`config.mk`:
```
export PLATFORM = sky130hd
export DESIGN_NAME = stack_host_ctrl
export DESIGN_NICKNAME = d
export VERILOG_FILES = /design/src/rtl/stack_host_ctrl.sv
export SDC_FILE = /design/constraint.sdc
export NUM_CORES = 1
export LEC_CHECK = 0
export ABC_AREA = 0
export BUFFER_PORTS_ARGS = -buffer_cell sky130_fd_sc_hd__buf_2
export CAP_MARGIN = 20
export CORE_ASPECT_RATIO = 0.9
export CORE_MARGIN = 2
export CORE_UTILIZATION = 28
export CTS_BUF_LIST = sky130_fd_sc_hd__clkbuf_16
export DETAILED_ROUTE_END_ITERATION = 7
export SLEW_MARGIN = 0
export SYNTH_ARGS = -nofsm -noshare
export SYNTH_HDL_FRONTEND = slang
export SYNTH_SLANG_ARGS = --single-unit
```
`constraint.sdc`:
```
create_clock -name clk -period 6.4 [get_ports clk]
set_input_delay 0.32 -clock clk [delete_from_list [all_inputs] [get_ports clk]]
set_output_delay 0.32 -clock clk [all_outputs]
set_load 0.03 [all_outputs]
```
`src/rtl/stack_host_ctrl.sv`:
```
// Initiator for a push/pop stack: shadow depth pre-checks, four-phase
// strobe/done handshake with timeout, and a registered response channel.
module stack_host_ctrl #(
  parameter int DATA_W  = 8,
  parameter int DEPTH   = 16,
  parameter int TIMEOUT = 64
) (
  input  logic                         clk,
  input  logic                         rst_n,
  input  logic                         cmd_valid,
  output logic                         cmd_ready,
  input  logic [1:0]                   cmd_op,
  input  logic [DATA_W-1:0]            cmd_data,
  output logic                         rsp_valid,
  input  logic                         rsp_ready,
  output logic [DATA_W-1:0]            rsp_data,
  output logic [1:0]                   rsp_status,
  output logic                         stk_push,
  output logic                         stk_pop,
  output logic [DATA_W-1:0]            stk_wdata,
  input  logic [DATA_W-1:0]            stk_rdata,
  input  logic                         stk_done,
  output logic [$clog2(DEPTH+1)-1:0]   depth,
  output logic                         busy
);

  localparam int DW = $clog2(DEPTH+1);
  localparam int TW = $clog2(TIMEOUT+1);

  localparam logic [1:0] OP_PUSH = 2'b01;
  localparam logic [1:0] OP_POP  = 2'b10;
  localparam logic [1:0] OP_PEEK = 2'b11;

  localparam logic [1:0] ST_OK  = 2'b00;
  localparam logic [1:0] ST_OVF = 2'b01;
  localparam logic [1:0] ST_UDF = 2'b10;
  localparam logic [1:0] ST_ERR = 2'b11;

  typedef enum logic [1:0] {IDLE, REQ, REL, RSP} state_t;

  state_t            state;
  logic [1:0]        op;
  logic              back;
  logic [DATA_W-1:0] dreg;
  logic [TW-1:0]     tcnt;

  logic tmo;
  logic bad_op;
  logic full;
  logic empty;
  logic go;

  assign cmd_ready = (state == IDLE) && stk_done;
  assign busy      = (state != IDLE);
  assign tmo       = (tcnt == TW'(TIMEOUT-1));
  assign bad_op    = (cmd_op == 2'b00);
  assign full      = (cmd_op == OP_PUSH) && (depth == DW'(DEPTH));
  assign empty     = cmd_op[1] && (depth == '0);
  assign go        = !(bad_op || full || empty);

  always_ff @(posedge clk) begin
    if (!rst_n) begin
      state      <= IDLE;
      op         <= 2'b00;
      back       <= 1'b0;
      dreg       <= '0;
      tcnt       <= '0;
      stk_push   <= 1'b0;
      stk_pop    <= 1'b0;
      stk_wdata  <= '0;
      rsp_valid  <= 1'b0;
      rsp_data   <= '0;
      rsp_status <= ST_OK;
      depth      <= '0;
    end else begin
      unique case (state)
        IDLE: begin
          if (cmd_valid && cmd_ready) begin
            op   <= cmd_op;
            back <= 1'b0;
            tcnt <= '0;
            unique case (1'b1)
              bad_op: begin
                state      <= RSP;
                rsp_valid  <= 1'b1;
                rsp_status <= ST_ERR;
                rsp_data   <= '0;
              end
              full: begin
                state      <= RSP;
                rsp_valid  <= 1'b1;
                rsp_status <= ST_OVF;
                rsp_data   <= '0;
              end
              empty: begin
                state      <= RSP;
                rsp_valid  <= 1'b1;
                rsp_status <= ST_UDF;
                rsp_data   <= '0;
              end
              go: begin
                state <= REQ;
                if (cmd_op == OP_PUSH) begin
                  stk_push  <= 1'b1;
                  stk_wdata <= cmd_data;
                end else begin
                  stk_pop <= 1'b1;
                end
              end
            endcase
          end
        end
        REQ: begin
          if (!stk_done) begin
            stk_push <= 1'b0;
            stk_pop  <= 1'b0;
            tcnt     <= '0;
            state    <= REL;
          end else if (tmo) begin
            stk_push   <= 1'b0;
            stk_pop    <= 1'b0;
            state      <= RSP;
            rsp_valid  <= 1'b1;
            rsp_status <= ST_ERR;
            rsp_data   <= '0;
            if (back) depth <= depth - 1'b1;
          end else begin
            tcnt <= tcnt + 1'b1;
          end
        end
        REL: begin
          if (stk_done) begin
            unique case (1'b1)
              op == OP_PUSH: begin
                depth      <= depth + 1'b1;
                state      <= RSP;
                rsp_valid  <= 1'b1;
                rsp_status <= ST_OK;
                rsp_data   <= '0;
              end
              op == OP_POP: begin
                dreg       <= stk_rdata;
                depth      <= depth - 1'b1;
                state      <= RSP;
                rsp_valid  <= 1'b1;
                rsp_status <= ST_OK;
                rsp_data   <= stk_rdata;
              end
              op == OP_PEEK && !back: begin
                // restore the popped cell before answering
                dreg      <= stk_rdata;
                stk_wdata <= stk_rdata;
                stk_push  <= 1'b1;
                back      <= 1'b1;
                tcnt      <= '0;
                state     <= REQ;
              end
              default: begin
                state      <= RSP;
                rsp_valid  <= 1'b1;
                rsp_status <= ST_OK;
                rsp_data   <= dreg;
              end
            endcase
          end else if (tmo) begin
            state      <= RSP;
            rsp_valid  <= 1'b1;
            rsp_status <= ST_ERR;
            rsp_data   <= '0;
            if (back) depth <= depth - 1'b1;
          end else begin
            tcnt <= tcnt + 1'b1;
          end
        end
        RSP: begin
          if (rsp_ready) begin
            rsp_valid <= 1'b0;
            state     <= IDLE;
          end
        end
      endcase
    end
  end

endmodule

```
# Word level (Yosys, flattened, before mapping)
# Cells that the tools add are included.
# classes
n_mux	62
reduce_logical	31
eq_ne	23
n_addsub	3
# op_table
operator	n
$mux 8	10
$pmux 8 s3	2
$mux 7	5
$mux 2	11
$pmux 7 s3	1
$mux 5	4
$pmux 5 s2	2
$reduce_and 5->1	4
$mux 1	18
$pmux 8 s2	1
$ne 2x2->1 const B	7
$pmux 2 s3	2
$ne 3x3->1 const B	3
$reduce_and 3->1	3
$eq 2x2->1 const B	4
$ne 4x4->1 const B	2
$pmux 2 s4	1
$reduce_bool 2->1	4
$add 7x1->7 const B	1
$eq 7x6->1 const B	1
$reduce_and 7->1	1
$eq 2x1->1 const B	3
$reduce_and 6->1	1
$add 5x1->5 const B	1
other kinds (17)	27
# word_totals
out_inout_bits	28
input_bits	23
reg_bits	46

# Depth between registers and ports, before layout
# Gate-level depths: netlist (run 1).
# logic_depth
ltp_word	8
mapped_depth	9

# Worst setup path before layout (run 1)
# No wires, ideal clock.
# synth_path
path_kind	reg-to-reg
start	register state[0]
end	register rsp_data[4]
slack_ps	4401
stages_incl_launch_ff	9
arrival_ps	1875
synth_period_minus_slack_ps	1999
n_path_buf	2
path_cell_list	dfxtp_1 > inv_1 > ha_1 > buf_6 > and2_4 > buf_6 > a2111oi_2 > o211a_2 > o22ai_1
# synth_via
elab_chain_cells	5
# synth_lines
item	line_no	rtl
start: declaration	41	state_t state;
start signal: assignment	63	state <= IDLE;
start signal: assignment	84	state <= RSP;
start signal: assignment	90	state <= RSP;
$logic_not 2->1	53, 76	
$logic_and 1x1->1	53	assign cmd_ready = (state == IDLE) && stk_done;
$logic_and 1x1->1	78	if (cmd_valid && cmd_ready) begin
$ne 2x1->1 (no line)	-	
$reduce_and 5->1 (no line)	-	
end signal: assignment	147	rsp_data <= stk_rdata;
end signal: assignment	162	rsp_data <= dreg;
end: declaration	16	output logic [DATA_W-1:0] rsp_data,
# Parallel ways exist; a longest one is shown, timed or not.
# A chain may end at the register's enable or synchronous reset.

# Final worst setup path (run 1)
# layout_path
start	register state[0]
end	register tcnt[4]
# layout_via
elab_chain_cells	5
# layout_lines
item	line_no	rtl
$logic_not 2->1	53, 76	
$logic_and 1x1->1	53	
$logic_and 1x1->1	78	
$ne 2x1->1 (no line)	-	
$reduce_and 3->1 (no line)	-	
end signal: assignment	128	tcnt <= tcnt + 1'b1;
end signal: assignment	172	tcnt <= tcnt + 1'b1;
end: declaration	45	logic [TW-1:0] tcnt;
# Parallel ways exist; a longest one is shown, timed or not.

==> results_tabular.tex, run 1 <==
\begin{tabular}{lr}
\hline
Metric & Value \\
\hline
\multicolumn{2}{l}{\textbf{Logic synthesis}} \\
\quad Seq/Total Area, Yosys & 0.334 \\
\quad Count of flip-flops with a built-in enable after synthesis & 0 \\
\quad Gate Count Post-Synth & about 330 \\
\quad Area fraction of the dominant cell type after synthesis & 0.334 \\
\quad Main area contributors after synthesis & dfxtp\_1, mux2i\_1, nand2\_1 \\
\quad Mapped Avg Cell Area & roughly 8.4 um2 \\
\quad Number of flip-flops and latches in the synthesized netlist & 46 \\
\quad Share of async-settable or async-resettable flops after synthesis & 0 \\
\quad Largest area contributor in the netlist & dfxtp\_1 \\
\quad Top\_reg\_cell synth & dfxtp\_1 \\
\quad Unique cell type count in the Yosys netlist & 65 \\
\quad Warning count from the yosys run & 0 \\
\quad Synthesized net count & around 360 \\
\quad Cell Area, Synth & $\sim$2800 um2 \\
\multicolumn{2}{l}{\textbf{Routing}} \\
\quad Average wire per cell in the routed design & $\sim$15 um \\
\quad Final wirelength & about 7.3 mm \\
\quad Antenna violation net count after detailed routing & 0 \\
\quad First DRT Iteration DRCs & approximately 240 \\
\quad Mean number of vias per cell & 5.31 \\
\quad DRC viols & 0 \\
\quad Total number of vias & 2605 \\
\quad First-pass iteration count of the detailed router & 5 \\
\multicolumn{2}{l}{\textbf{Pwr}} \\
\quad Worst IR Drop VDD & between 100 and 150 uV \\
\quad Switching fraction of total power & 0.429 \\
\quad Combinational power share & 0.476 \\
\quad Static leakage & $\sim$1.3 nW \\
\quad PD cells & 367 nW/um2 \\
\quad Share of total power in sequential cells & 0.298 \\
\quad Net Sw Power & between 0.5 and 0.6 mW \\
\quad Internal Pwr Total & 0.672 mW \\
\quad Relative contribution of the clock network to total power & 0.226 \\
\multicolumn{2}{l}{\textbf{Floorplanning}} \\
\quad Effective utilization at floorplan & 0.286 \\
\quad Boundary pin count & just over 50 \\
\quad Die Area & roughly 11000 um2 \\
\quad Number of placement rows & 34 \\
\quad Core footprint & $\sim$9600 um2 \\
\quad Horiz. Die Dim & approximately 110 um \\
\quad Die Ht & around 98 um \\
\multicolumn{2}{l}{\textbf{Clock network}} \\
\quad Clock transition at the registers of the reported paths & $\sim$0.07 ns \\
\quad Number of buffers inserted during clock tree synthesis & 5 \\
\quad Number of cells upsized or downsized after cts & 0 \\
\quad CTS Root Cell & clkbuf\_16 \\
\quad Number of clock sinks seen by CTS & 46 \\
\quad Count of buffers added by post-CTS timing repair for setup & 0 \\
\quad Clock tree from TritonCTS & built \\
\quad Hold-fix buffer count after cts & 0 \\
\quad Maximum buffer depth of the clock tree & 2 \\
\quad Insertion delay to the later sink of the worst-skew pair & 0.29 ns \\
\quad Level count of the clock H-tree & 2 \\
\multicolumn{2}{l}{\textbf{Global routing}} \\
\quad GRT Overall Usage & 0.143 \\
\quad Total congestion overflow after global routing & 0 \\
\quad Maximum number of pins on one net before global-route repair & 38 \\
\quad Global-route wire length before repair & between 10 and 15 mm \\
\quad Initial antenna violation count & 0 \\
\quad Via count of the first global-routing pass & between 2000 and 2500 \\
\multicolumn{2}{l}{\textbf{Finish}} \\
\quad Number of filler instances in the final layout & roughly 1000 \\
\quad Number of nets in the layout & $\sim$400 \\
\quad Core occupancy in the finished layout & 0.333 \\
\quad Commonest cells after routing, fill and taps aside & buf\_2, dfxtp\_1, nand2\_1, a21oi\_1, nor2\_1 \\
\quad Post-route cell area & approximately 3200 um2 \\
\quad Antenna Cells & 0 \\
\quad Proportion of layout cells with a drive suffix above 1 & 0.222 \\
\quad Final instance count without filler cells & between 400 and 500 \\
\quad Most common cell after layout, fill and taps aside & buf\_2 \\
\quad Area delta synth->final & 16.4\% \\
\multicolumn{2}{l}{\textbf{Placement}} \\
\quad Port-buffer cells & 50 \\
\quad RePlAce Congestion & $\sim$0.95 \\
\quad Detailed placement HPWL & 5.32 mm \\
\quad Post-DP Area & 3050 um2 \\
\quad Dpl cells & 483 \\
\multicolumn{2}{l}{\textbf{STA}} \\
\quad Setup Skew & roughly 0.0060 ns \\
\quad Final min period & 2.41 ns \\
\quad Worst-margin pin slew & roughly 0.76 ns \\
\quad Sum of negative setup slack & 0 ns \\
\quad Fmax & a little over 0.4 GHz \\
\quad Final-report hold violation count & 0 \\
\quad Unrepaired setup endpoints after global routing & false \\
\quad Setup-violating endpoint count in the final report & 0 \\
\quad Min Hold Slack & 0.301 ns \\
\quad Final Max Slew Viols & 0 \\
\quad Post-route clock period utilization & 0.377 \\
\quad Rel. slew slack & 0.489 \\
\multicolumn{2}{l}{\textbf{Worst setup path}} \\
\quad Category of cells accounting for the largest share of critical-path delay & compound AO/OA/AOI/OAI gates \\
\quad Endpoint type of the worst setup path & flip-flop \\
\quad Endpoint of the most critical setup path & tcnt[4] \\
\quad Worst R2R Setup Slack & roughly 4 ns \\
\quad Critical R2R Launch & state[0] \\
\quad Critical path arrival & $\sim$2.6 ns \\
\quad Start-to-end type of the worst setup path & reg2reg \\
\quad Worst-path cell with the longest stage delay & ha\_1 \\
\quad Sum of buffers and inverters on the critical path & 1 \\
\quad Endpoint of the worst register-to-register path & tcnt[4] \\
\quad Critical-path cell list & inv\_1 > ha\_1 > and2\_4 > a211o\_1 > o21ai\_1 > a211oi\_1 \\
\quad Slowest stage delay, CP & just under 0.6 ns \\
\quad Type of origin of the critical path & flip-flop \\
\quad Critical path fanouts, max & 17 \\
\quad Data required time of the critical path & 6.60 ns \\
\quad R2R depth & 6 \\
\quad Launching instance or port of the critical path & state[0] \\
\quad Logic depth of the worst setup path including buffers & 6 \\
\multicolumn{2}{l}{\textbf{Run status}} \\
\quad Result of the run & finished clean \\
\multicolumn{2}{l}{\textbf{Hold path}} \\
\quad Kind of path behind the tightest hold check & in2reg \\
\multicolumn{2}{l}{\textbf{Job}} \\
\quad Number of violations of the max-capacitance limit & 0 \\
\hline
\end{tabular}
[final cells by class]
type,instances,area (um2),area share
inverter,14,52.6,0.0164
tap,126,158,0.0492
timing repair buffer,50,250,0.0781
multi-input combinational,247,1670,0.522
clock buffer,5,125,0.0390
sequential,46,921,0.287
clock inverter,3,25.0,0.00781
[layer usage]
layer | track usage | up-vias | wire [um]
met4 | 0.0552 | 0 | 151
met2 | 0.215 | 106 | 3260
met5 | 0 | - | 0
met3 | 0.0307 | 15 | 485
met1 | 0.199 | 1221 | 3400
li1 | - | 1263 | -
[cell usage after synthesis, types with 8 or more instances]
master / count
ha_1: 11
mux2i_1: 21
o21ai_0: 14
a21oi_1: 23
nor2_1: 23
nand2_1: 44
mux2_2: 9
inv_1: 13
clkbuf_1: 14
dfxtp_1: 46
o22ai_1: 8
[per-stage QoR]
stage                     setup WS, ns  total power [mW]
after floorplan                   4.40             0.791
after global placement            4.12             0.908
after detailed placement          4.00             0.906
after CTS                         3.99              1.18
after global routing              3.75              1.25
final                             3.99              1.18
[power groups by stage]
stage	Clock, mW	Combinational, mW	Sequential [mW]
after floorplan	0	0.395	0.395
after global placement	0	0.553	0.355
after detailed placement	0	0.550	0.356
after CTS	0.272	0.554	0.350
after global routing	0.286	0.605	0.356
final	0.266	0.560	0.351
[cell families (layout without fill, tap and decap cells)]
| kind of cell | Yosys count | count (layout) | synth area share |
|---|---|---|---|
| flip-flops | 46 | 46 | 0.334 |
| AND/OR/NAND/NOR | 117 | 117 | 0.218 |
| AO/OA/AOI/OAI | 88 | 88 | 0.223 |
| adder cells (fa/ha/maj) | 11 | 11 | 0.0500 |
| buffers and inverters | 35 | 72 | 0.0582 |
| XOR/XNOR | 1 | 1 | 0.00318 |
| multiplexers | 30 | 30 | 0.113 |
[tightest hold or removal path, stage by stage]
cell	delay, ns
buf_2	0.10
mux2i_1	0.06
nor2_1	0.07
[how the worst min path moves through the flow]
| stage | startpoint | endpoint | slack (ns) | cells after the start |
|---|---|---|---|---|
| 2_1_floorplan | tcnt[6] | tcnt[6] | 0.44 | 2 |
| 4_1_cts | stk_rdata[3] | dreg[3] | 0.30 | 3 |
| 3_3_place_gp | stk_wdata[0] | stk_wdata[0] | 0.44 | 2 |
| 3_5_place_dp | stk_wdata[0] | stk_wdata[0] | 0.45 | 2 |
| 5_1_grt | stk_rdata[3] | dreg[3] | 0.32 | 3 |
| 6_report | stk_rdata[3] | dreg[3] | 0.30 | 3 |
[state kept, by name, summed over array words and instances, names as in the netlist, 2 cells and up]
register / count
state: 2
depth: 5
op: 2
rsp_data: 8
rsp_status: 2
stk_wdata: 8
dreg: 8
tcnt: 7
(Power assumes the default switching activity.)
==> inputs of run 2 (changes only) <==
==> constraint.sdc (replaced) <==
create_clock -name clk -period 2.4 [get_ports clk]
set_input_delay 0.12 -clock clk [delete_from_list [all_inputs] [get_ports clk]]
set_output_delay 0.12 -clock clk [all_outputs]
set_load 0.03 [all_outputs]
==> run 2 against run 1 <==
Effect of this change:
- count of clock-buffer cells in the layout stayed put
- fmax rose by 10%
- wire length grew 1.6%
- register-to-register slack got worse by 3.8 ns
- total power grew to 2.7 times the previous value
- via count shrank 1.1%
- non-clock buffer count up 10
- clock skew is 0.00078 ns lower
==> results_tabular.tex, run 2 (synthesized netlist as in run 1, its figures left out) <==
\begin{tabular}{lr}
\hline
Metric & Value \\
\hline
\multicolumn{2}{l}{\textbf{Floorplanning}} \\
\quad Die Ht & 98.1 um (unchanged) \\
\quad Horiz. Die Dim & 109 um (unchanged) \\
\quad Core footprint & 9610 um2 (unchanged) \\
\quad Effective utilization at floorplan & 0.286 (unchanged) \\
\quad Die Area & 10600 um2 (unchanged) \\
\quad Boundary pin count & 51 (unchanged) \\
\quad Number of placement rows & 34 (unchanged) \\
\multicolumn{2}{l}{\textbf{Job}} \\
\quad Number of violations of the max-capacitance limit & 0 (unchanged) \\
\multicolumn{2}{l}{\textbf{STA}} \\
\quad Worst-margin pin slew & 0.596 ns (-0.168 ns) \\
\quad Post-route clock period utilization & 0.910 (+0.533) \\
\quad Unrepaired setup endpoints after global routing & false \\
\quad Final worst slack & 0.215 ns (-3.77 ns) \\
\quad Rel. slew slack & 0.600 (+0.111) \\
\quad Fmax & 0.458 GHz (+10\%) \\
\quad Setup-violating endpoint count in the final report & 0 (unchanged) \\
\quad Final Max Slew Viols & 0 (unchanged) \\
\quad Final-report hold violation count & 0 (unchanged) \\
\quad Setup Skew & 0.00522 ns (-0.000776 ns) \\
\quad Final min period & 2.18 ns (-0.229 ns) \\
\quad Sum of negative setup slack & 0 ns (unchanged) \\
\multicolumn{2}{l}{\textbf{Clock network}} \\
\quad Count of buffers added by post-CTS timing repair for setup & 0 (unchanged) \\
\quad Number of cells upsized or downsized after cts & 0 (unchanged) \\
\quad CTS Root Cell & clkbuf\_16 \\
\quad Clock tree from TritonCTS & built \\
\quad Number of clock sinks seen by CTS & 46 (unchanged) \\
\quad Insertion delay to the later sink of the worst-skew pair & 0.28 ns (about the same) \\
\quad Level count of the clock H-tree & 2 (unchanged) \\
\quad Hold-fix buffer count after cts & 0 (unchanged) \\
\quad Maximum buffer depth of the clock tree & 2 (unchanged) \\
\quad Clock transition at the registers of the reported paths & 0.06 ns (about the same) \\
\quad Number of buffers inserted during clock tree synthesis & 5 (unchanged) \\
\multicolumn{2}{l}{\textbf{Finish}} \\
\quad Number of filler instances in the final layout & 1021 (-1.3\%) \\
\quad Post-route cell area & 3270 um2 (+2.1\%) \\
\quad Final instance count without filler cells & 501 (+2.0\%) \\
\quad Proportion of layout cells with a drive suffix above 1 & 0.240 (+0.0181) \\
\quad Area delta synth->final & 18.8\% \\
\quad Number of nets in the layout & 408 (+2.5\%) \\
\quad Registers with the highest flip-flop counts & dreg: 8 flops, rsp\_data: 8 flops, stk\_wdata: 8 flops \\
\quad Antenna Cells & 0 (unchanged) \\
\quad Commonest cells after routing, fill and taps aside & buf\_2, dfxtp\_1, nand2\_1, a21oi\_1, nor2\_1 \\
\quad Most common cell after layout, fill and taps aside & buf\_2 \\
\multicolumn{2}{l}{\textbf{Global routing}} \\
\quad Maximum number of pins on one net before global-route repair & 37 (-2.6\%) \\
\quad Via count of the first global-routing pass & 2476 (+5.1\%) \\
\quad GRT Overall Usage & 0.145 (+0.00159) \\
\quad Initial antenna violation count & 0 (unchanged) \\
\quad Total congestion overflow after global routing & 0 (unchanged) \\
\quad Global-route wire length before repair & 12.4 mm (+3.6\%) \\
\multicolumn{2}{l}{\textbf{Worst setup path}} \\
\quad Launching instance or port of the critical path & state[0] \\
\quad R2R depth & 6 (unchanged) \\
\quad Start-to-end type of the worst setup path & reg2reg \\
\quad Worst R2R Setup Slack & 0.22 ns (-3.77 ns) \\
\quad Endpoint of the most critical setup path & tcnt[5] \\
\quad Critical R2R Launch & state[0] \\
\quad Endpoint of the worst register-to-register path & tcnt[5] \\
\quad Endpoint type of the worst setup path & flip-flop \\
\quad Critical path arrival & 2.40 ns (-0.22 ns) \\
\quad Type of origin of the critical path & flip-flop \\
\quad Data required time of the critical path & 2.61 ns (-3.99 ns) \\
\quad Critical path fanouts, max & 12 (-5) \\
\multicolumn{2}{l}{\textbf{Routing}} \\
\quad DRC viols & 0 (unchanged) \\
\quad Mean number of vias per cell & 5.14 (-3.0\%) \\
\quad First DRT Iteration DRCs & 158 (-35\%) \\
\quad Average wire per cell in the routed design & 14.8 um (-0.38\%) \\
\quad First-pass iteration count of the detailed router & 4 (-1) \\
\quad Antenna violation net count after detailed routing & 0 (unchanged) \\
\quad Final wirelength & 7.42 mm (+1.6\%) \\
\quad Total number of vias & 2577 (-1.1\%) \\
\multicolumn{2}{l}{\textbf{Pwr}} \\
\quad PD cells & 968 nW/um2 (+160\%) \\
\quad Static leakage & 1.40 nW (+4.0\%) \\
\quad Worst IR Drop VDD & 407 uV (+170\%) \\
\multicolumn{2}{l}{\textbf{Hold path}} \\
\quad Kind of path behind the tightest hold check & in2reg \\
\quad Number of cells on the worst hold path & 3 (unchanged) \\
\multicolumn{2}{l}{\textbf{Placement}} \\
\quad Dpl cells & 493 (+2.1\%) \\
\quad Worst setup timing slack at the placement stage & 0.278 ns (-3.72 ns) \\
\quad Port-buffer cells & 50 (unchanged) \\
\quad Post-DP Area & 3130 um2 (+2.5\%) \\
\quad Detailed placement HPWL & 5.58 mm (+4.9\%) \\
\quad RePlAce Congestion & 0.874 (-7.9\%) \\
\multicolumn{2}{l}{\textbf{Run status}} \\
\quad Result of the run & finished clean \\
\hline
\end{tabular}
[run 2: final cells by class]
class / count / area [um2] / area share
clock inverters: 3 / 17.5 / 0.00535
repair buffers: 60 / 325 / 0.0994
multi-input cells: 247 / 1670 / 0.511
flip-flops and latches: 46 / 921 / 0.281
well taps: 126 / 158 / 0.0482
inverters: 14 / 52.6 / 0.0161
clock buffers: 5 / 125 / 0.0382
[run 2: how the worst min path moves through the flow]
stage / slack (ns) / end / startpoint
2_1_floorplan: 0.26 / dreg[0] / stk_rdata[0]
3_3_place_gp: 0.39 / dreg[3] / stk_rdata[3]
3_5_place_dp: 0.40 / dreg[5] / stk_rdata[5]
4_1_cts: 0.11 / dreg[5] / stk_rdata[5]
5_1_grt: 0.13 / dreg[7] / stk_rdata[7]
6_report: 0.11 / dreg[5] / stk_rdata[5]
[run 2: where the power goes]
group	total, mW	leakage, nW	internal (mW)	switching (mW)
Combinational	1.57	0.949	0.603	0.963
Sequential	0.930	0.372	0.859	0.0707
Clock	0.670	0.0750	0.382	0.288
[run 2: routing by layer]
metal	vias to the layer above	part of all wire	track usage
met1	1221	0.48	0.201
met3	8	0.048	0.0267
met5	-	0	0
met4	0	0.014	0.0464
li1	1287	-	-
met2	61	0.46	0.225
[run 2: metrics by stage]
step	util	hold slack, ns	power, mW
after detailed placement	0.325	0.403	2.50
after global routing	0.340	0.132	3.39
after global placement	0.325	0.386	2.49
after CTS	0.340	0.110	3.19
final	0.340	0.115	3.17
after floorplan	-	0.264	2.11
[run 2: critical path: stages, from the launching register on]
cell and delay (ns):
dfxtp_1 0.37, inv_1 0.10, ha_1 0.31, a21boi_2 0.24
a211o_1 0.42, or4_1 0.51, a21oi_1 0.16
==> inputs of run 3 (changes only) <==
--- a/config.mk
+++ b/config.mk
@@ -13,6 +13,7 @@
 export CORE_UTILIZATION = 28
 export CTS_BUF_LIST = sky130_fd_sc_hd__clkbuf_16
 export DETAILED_ROUTE_END_ITERATION = 7
+export REMOVE_ABC_BUFFERS = 1
 export SLEW_MARGIN = 0
 export SYNTH_ARGS = -nofsm -noshare
 export SYNTH_HDL_FRONTEND = slang
==> run 3 against run 2 <==
Effect of this change:
- final cell count decreased by 0.40%
- largest cell class unchanged
- combinational power decreased by 3%
- fmax increased by 2.2%
- flip-flop and latch count unchanged
- hold slack got worse by 0.0025 ns
- die area unchanged
- setup slack improved by 0.047 ns
- cell area decreased by 0.34%
- sequential share of layout area increased by 0.097 points
- highest routed layer unchanged
- total power decreased by 0.55%
==> results_tabular.tex, run 3 (synthesized netlist as in run 1, its figures left out) <==
\begin{tabular}{lr}
\hline
Metric & Value \\
\hline
\multicolumn{2}{l}{\textbf{STA}} \\
\quad Final min period & 2.14 ns (-0.0469 ns) \\
\quad Sum of negative setup slack & 0 ns (unchanged) \\
\quad Fmax & 0.468 GHz (+2.2\%) \\
\quad Setup-violating endpoint count in the final report & 0 (unchanged) \\
\quad Final-report hold violation count & 0 (unchanged) \\
\quad Unrepaired setup endpoints after global routing & false \\
\quad Worst-margin pin slew & 0.626 ns (+0.0297 ns) \\
\quad Rel. slew slack & 0.580 (-0.0200) \\
\quad Final Max Slew Viols & 0 (unchanged) \\
\quad Setup Skew & 0.00618 ns (+0.000958 ns) \\
\quad Post-route clock period utilization & 0.891 (-0.0196) \\
\multicolumn{2}{l}{\textbf{Worst setup path}} \\
\quad Type of origin of the critical path & flip-flop \\
\quad Worst R2R Setup Slack & 0.26 ns (+0.05 ns) \\
\quad Critical path fanouts, max & 12 (unchanged) \\
\quad Critical path arrival & 2.35 ns (-0.05 ns) \\
\quad Start-to-end type of the worst setup path & reg2reg \\
\quad R2R depth & 6 (unchanged) \\
\quad Data required time of the critical path & 2.62 ns (about the same) \\
\quad Endpoint type of the worst setup path & flip-flop \\
\multicolumn{2}{l}{\textbf{Finish}} \\
\quad Registers with the highest flip-flop counts & dreg: 8 flops, rsp\_data: 8 flops, stk\_wdata: 8 flops \\
\quad Most common cell after layout, fill and taps aside & buf\_2 \\
\quad Proportion of layout cells with a drive suffix above 1 & 0.239 (-0.00139) \\
\quad Multi-input logic area & 1670 um2 (unchanged) \\
\quad Antenna Cells & 0 (unchanged) \\
\quad FF+latch area & 921 um2 (unchanged) \\
\quad Number of nets in the layout & 406 (-0.49\%) \\
\quad Area delta synth->final & 18.4\% \\
\quad Number of filler instances in the final layout & 1034 (+1.3\%) \\
\quad Commonest cells after routing, fill and taps aside & buf\_2, dfxtp\_1, nand2\_1, a21oi\_1, nor2\_1 \\
\multicolumn{2}{l}{\textbf{Routing}} \\
\quad Antenna violation net count after detailed routing & 0 (unchanged) \\
\quad First DRT Iteration DRCs & 178 (+13\%) \\
\quad Mean number of vias per cell & 5.14 (-0.14\%) \\
\quad Final wirelength & 7.37 mm (-0.66\%) \\
\quad DRC viols & 0 (unchanged) \\
\quad Average wire per cell in the routed design & 14.8 um (-0.26\%) \\
\quad First-pass iteration count of the detailed router & 5 (+1) \\
\quad Total number of vias & 2563 (-0.54\%) \\
\multicolumn{2}{l}{\textbf{Floorplanning}} \\
\quad Die Area & 10600 um2 (unchanged) \\
\quad Number of placement rows & 34 (unchanged) \\
\quad Core footprint & 9610 um2 (unchanged) \\
\quad Die Ht & 98.1 um (unchanged) \\
\quad Horiz. Die Dim & 109 um (unchanged) \\
\quad Boundary pin count & 51 (unchanged) \\
\quad Effective utilization at floorplan & 0.286 (unchanged) \\
\multicolumn{2}{l}{\textbf{Pwr}} \\
\quad Worst IR Drop VDD & 376 uV (-7.7\%) \\
\quad Tot Pwr & 3.15 mW (-0.55\%) \\
\quad PD cells & 966 nW/um2 (-0.21\%) \\
\quad Static leakage & 1.38 nW (-0.98\%) \\
\multicolumn{2}{l}{\textbf{Global routing}} \\
\quad Initial antenna violation count & 0 (unchanged) \\
\quad Via count of the first global-routing pass & 2509 (+1.3\%) \\
\quad Global-route wire length before repair & 12.2 mm (-1.2\%) \\
\quad Maximum number of pins on one net before global-route repair & 37 (unchanged) \\
\quad Total congestion overflow after global routing & 0 (unchanged) \\
\quad GRT Overall Usage & 0.145 (+0.000377) \\
\multicolumn{2}{l}{\textbf{Job}} \\
\quad Number of violations of the max-capacitance limit & 0 (unchanged) \\
\multicolumn{2}{l}{\textbf{Clock network}} \\
\quad Insertion delay to the later sink of the worst-skew pair & 0.28 ns (about the same) \\
\quad Number of clock sinks seen by CTS & 46 (unchanged) \\
\quad Level count of the clock H-tree & 2 (unchanged) \\
\quad CTS Root Cell & clkbuf\_16 \\
\quad Hold-fix buffer count after cts & 0 (unchanged) \\
\quad Maximum buffer depth of the clock tree & 2 (unchanged) \\
\quad Number of buffers inserted during clock tree synthesis & 5 (unchanged) \\
\quad Number of cells upsized or downsized after cts & 0 (unchanged) \\
\quad Clock tree from TritonCTS & built \\
\quad Count of buffers added by post-CTS timing repair for setup & 0 (unchanged) \\
\quad Clock transition at the registers of the reported paths & 0.07 ns (about the same) \\
\multicolumn{2}{l}{\textbf{Hold path}} \\
\quad Kind of path behind the tightest hold check & in2reg \\
\quad Number of cells on the worst hold path & 3 (unchanged) \\
\multicolumn{2}{l}{\textbf{Placement}} \\
\quad RePlAce Congestion & 0.877 (+0.27\%) \\
\quad Detailed placement HPWL & 5.47 mm (-2.0\%) \\
\quad Port-buffer cells & 50 (unchanged) \\
\multicolumn{2}{l}{\textbf{Run status}} \\
\quad Result of the run & finished clean \\
\hline
\end{tabular}
[run 3: changes by cell type in the layout (fill, tap and decap cells not counted)]
| cell | before | now |
|---|---|---|
| clkinvlp_4 | 0 | 1 |
| inv_1 | 14 | 13 |
| buf_4 | 10 | 8 |
[run 3: final timing paths]
path                start           end
max              state[1]       tcnt[3]
min          stk_rdata[5]       dreg[5]
max reg2reg      state[1]       tcnt[3]
min reg2reg  stk_wdata[1]  stk_wdata[1]
[run 3: routing by layer]
layer / vias up / wire length (um) / track usage
met5: - / 0 / 0
met4: 0 / 113 / 0.0533
met3: 8 / 315 / 0.0280
met2: 63 / 3490 / 0.232
met1: 1208 / 3460 / 0.193
li1: 1284 / - / -
[run 3: power by group]
part,leakage [nW],internal [mW],switching (mW)
sequential,0.372,0.859,0.0711
combinational,0.940,0.584,0.949
clock,0.0698,0.386,0.299
[run 3: critical path: stages, from the launching register on]
cell and delay (ns):
dfxtp_1 0.38, inv_1 0.11, ha_1 0.28, a21boi_2 0.23
a211o_1 0.42, or4_1 0.50, a21oi_1 0.15
[run 3: layout make-up]
cell class	instances	area share
clock buffer	5	0.0384
tap	126	0.0483
multi-input combinational	247	0.513
clock inverter	3	0.00652
inverter	14	0.0161
sequential	46	0.282
timing repair buffer	58	0.0952
[run 3: per-stage QoR]
step / hold slack (ns) / cells / area, um2 / worst slack [ns] / utilization
6_report: 0.112 / 499 / 3260 / 0.262 / 0.339
2_1_floorplan: 0.243 / 307 / 2650 / 0.348 / -
3_3_place_gp: 0.394 / 491 / 3110 / 0.345 / 0.324
4_1_cts: 0.107 / 499 / 3260 / 0.266 / 0.339
5_1_grt: 0.132 / 499 / 3260 / 0.0991 / 0.339
3_5_place_dp: 0.399 / 491 / 3110 / 0.286 / 0.324
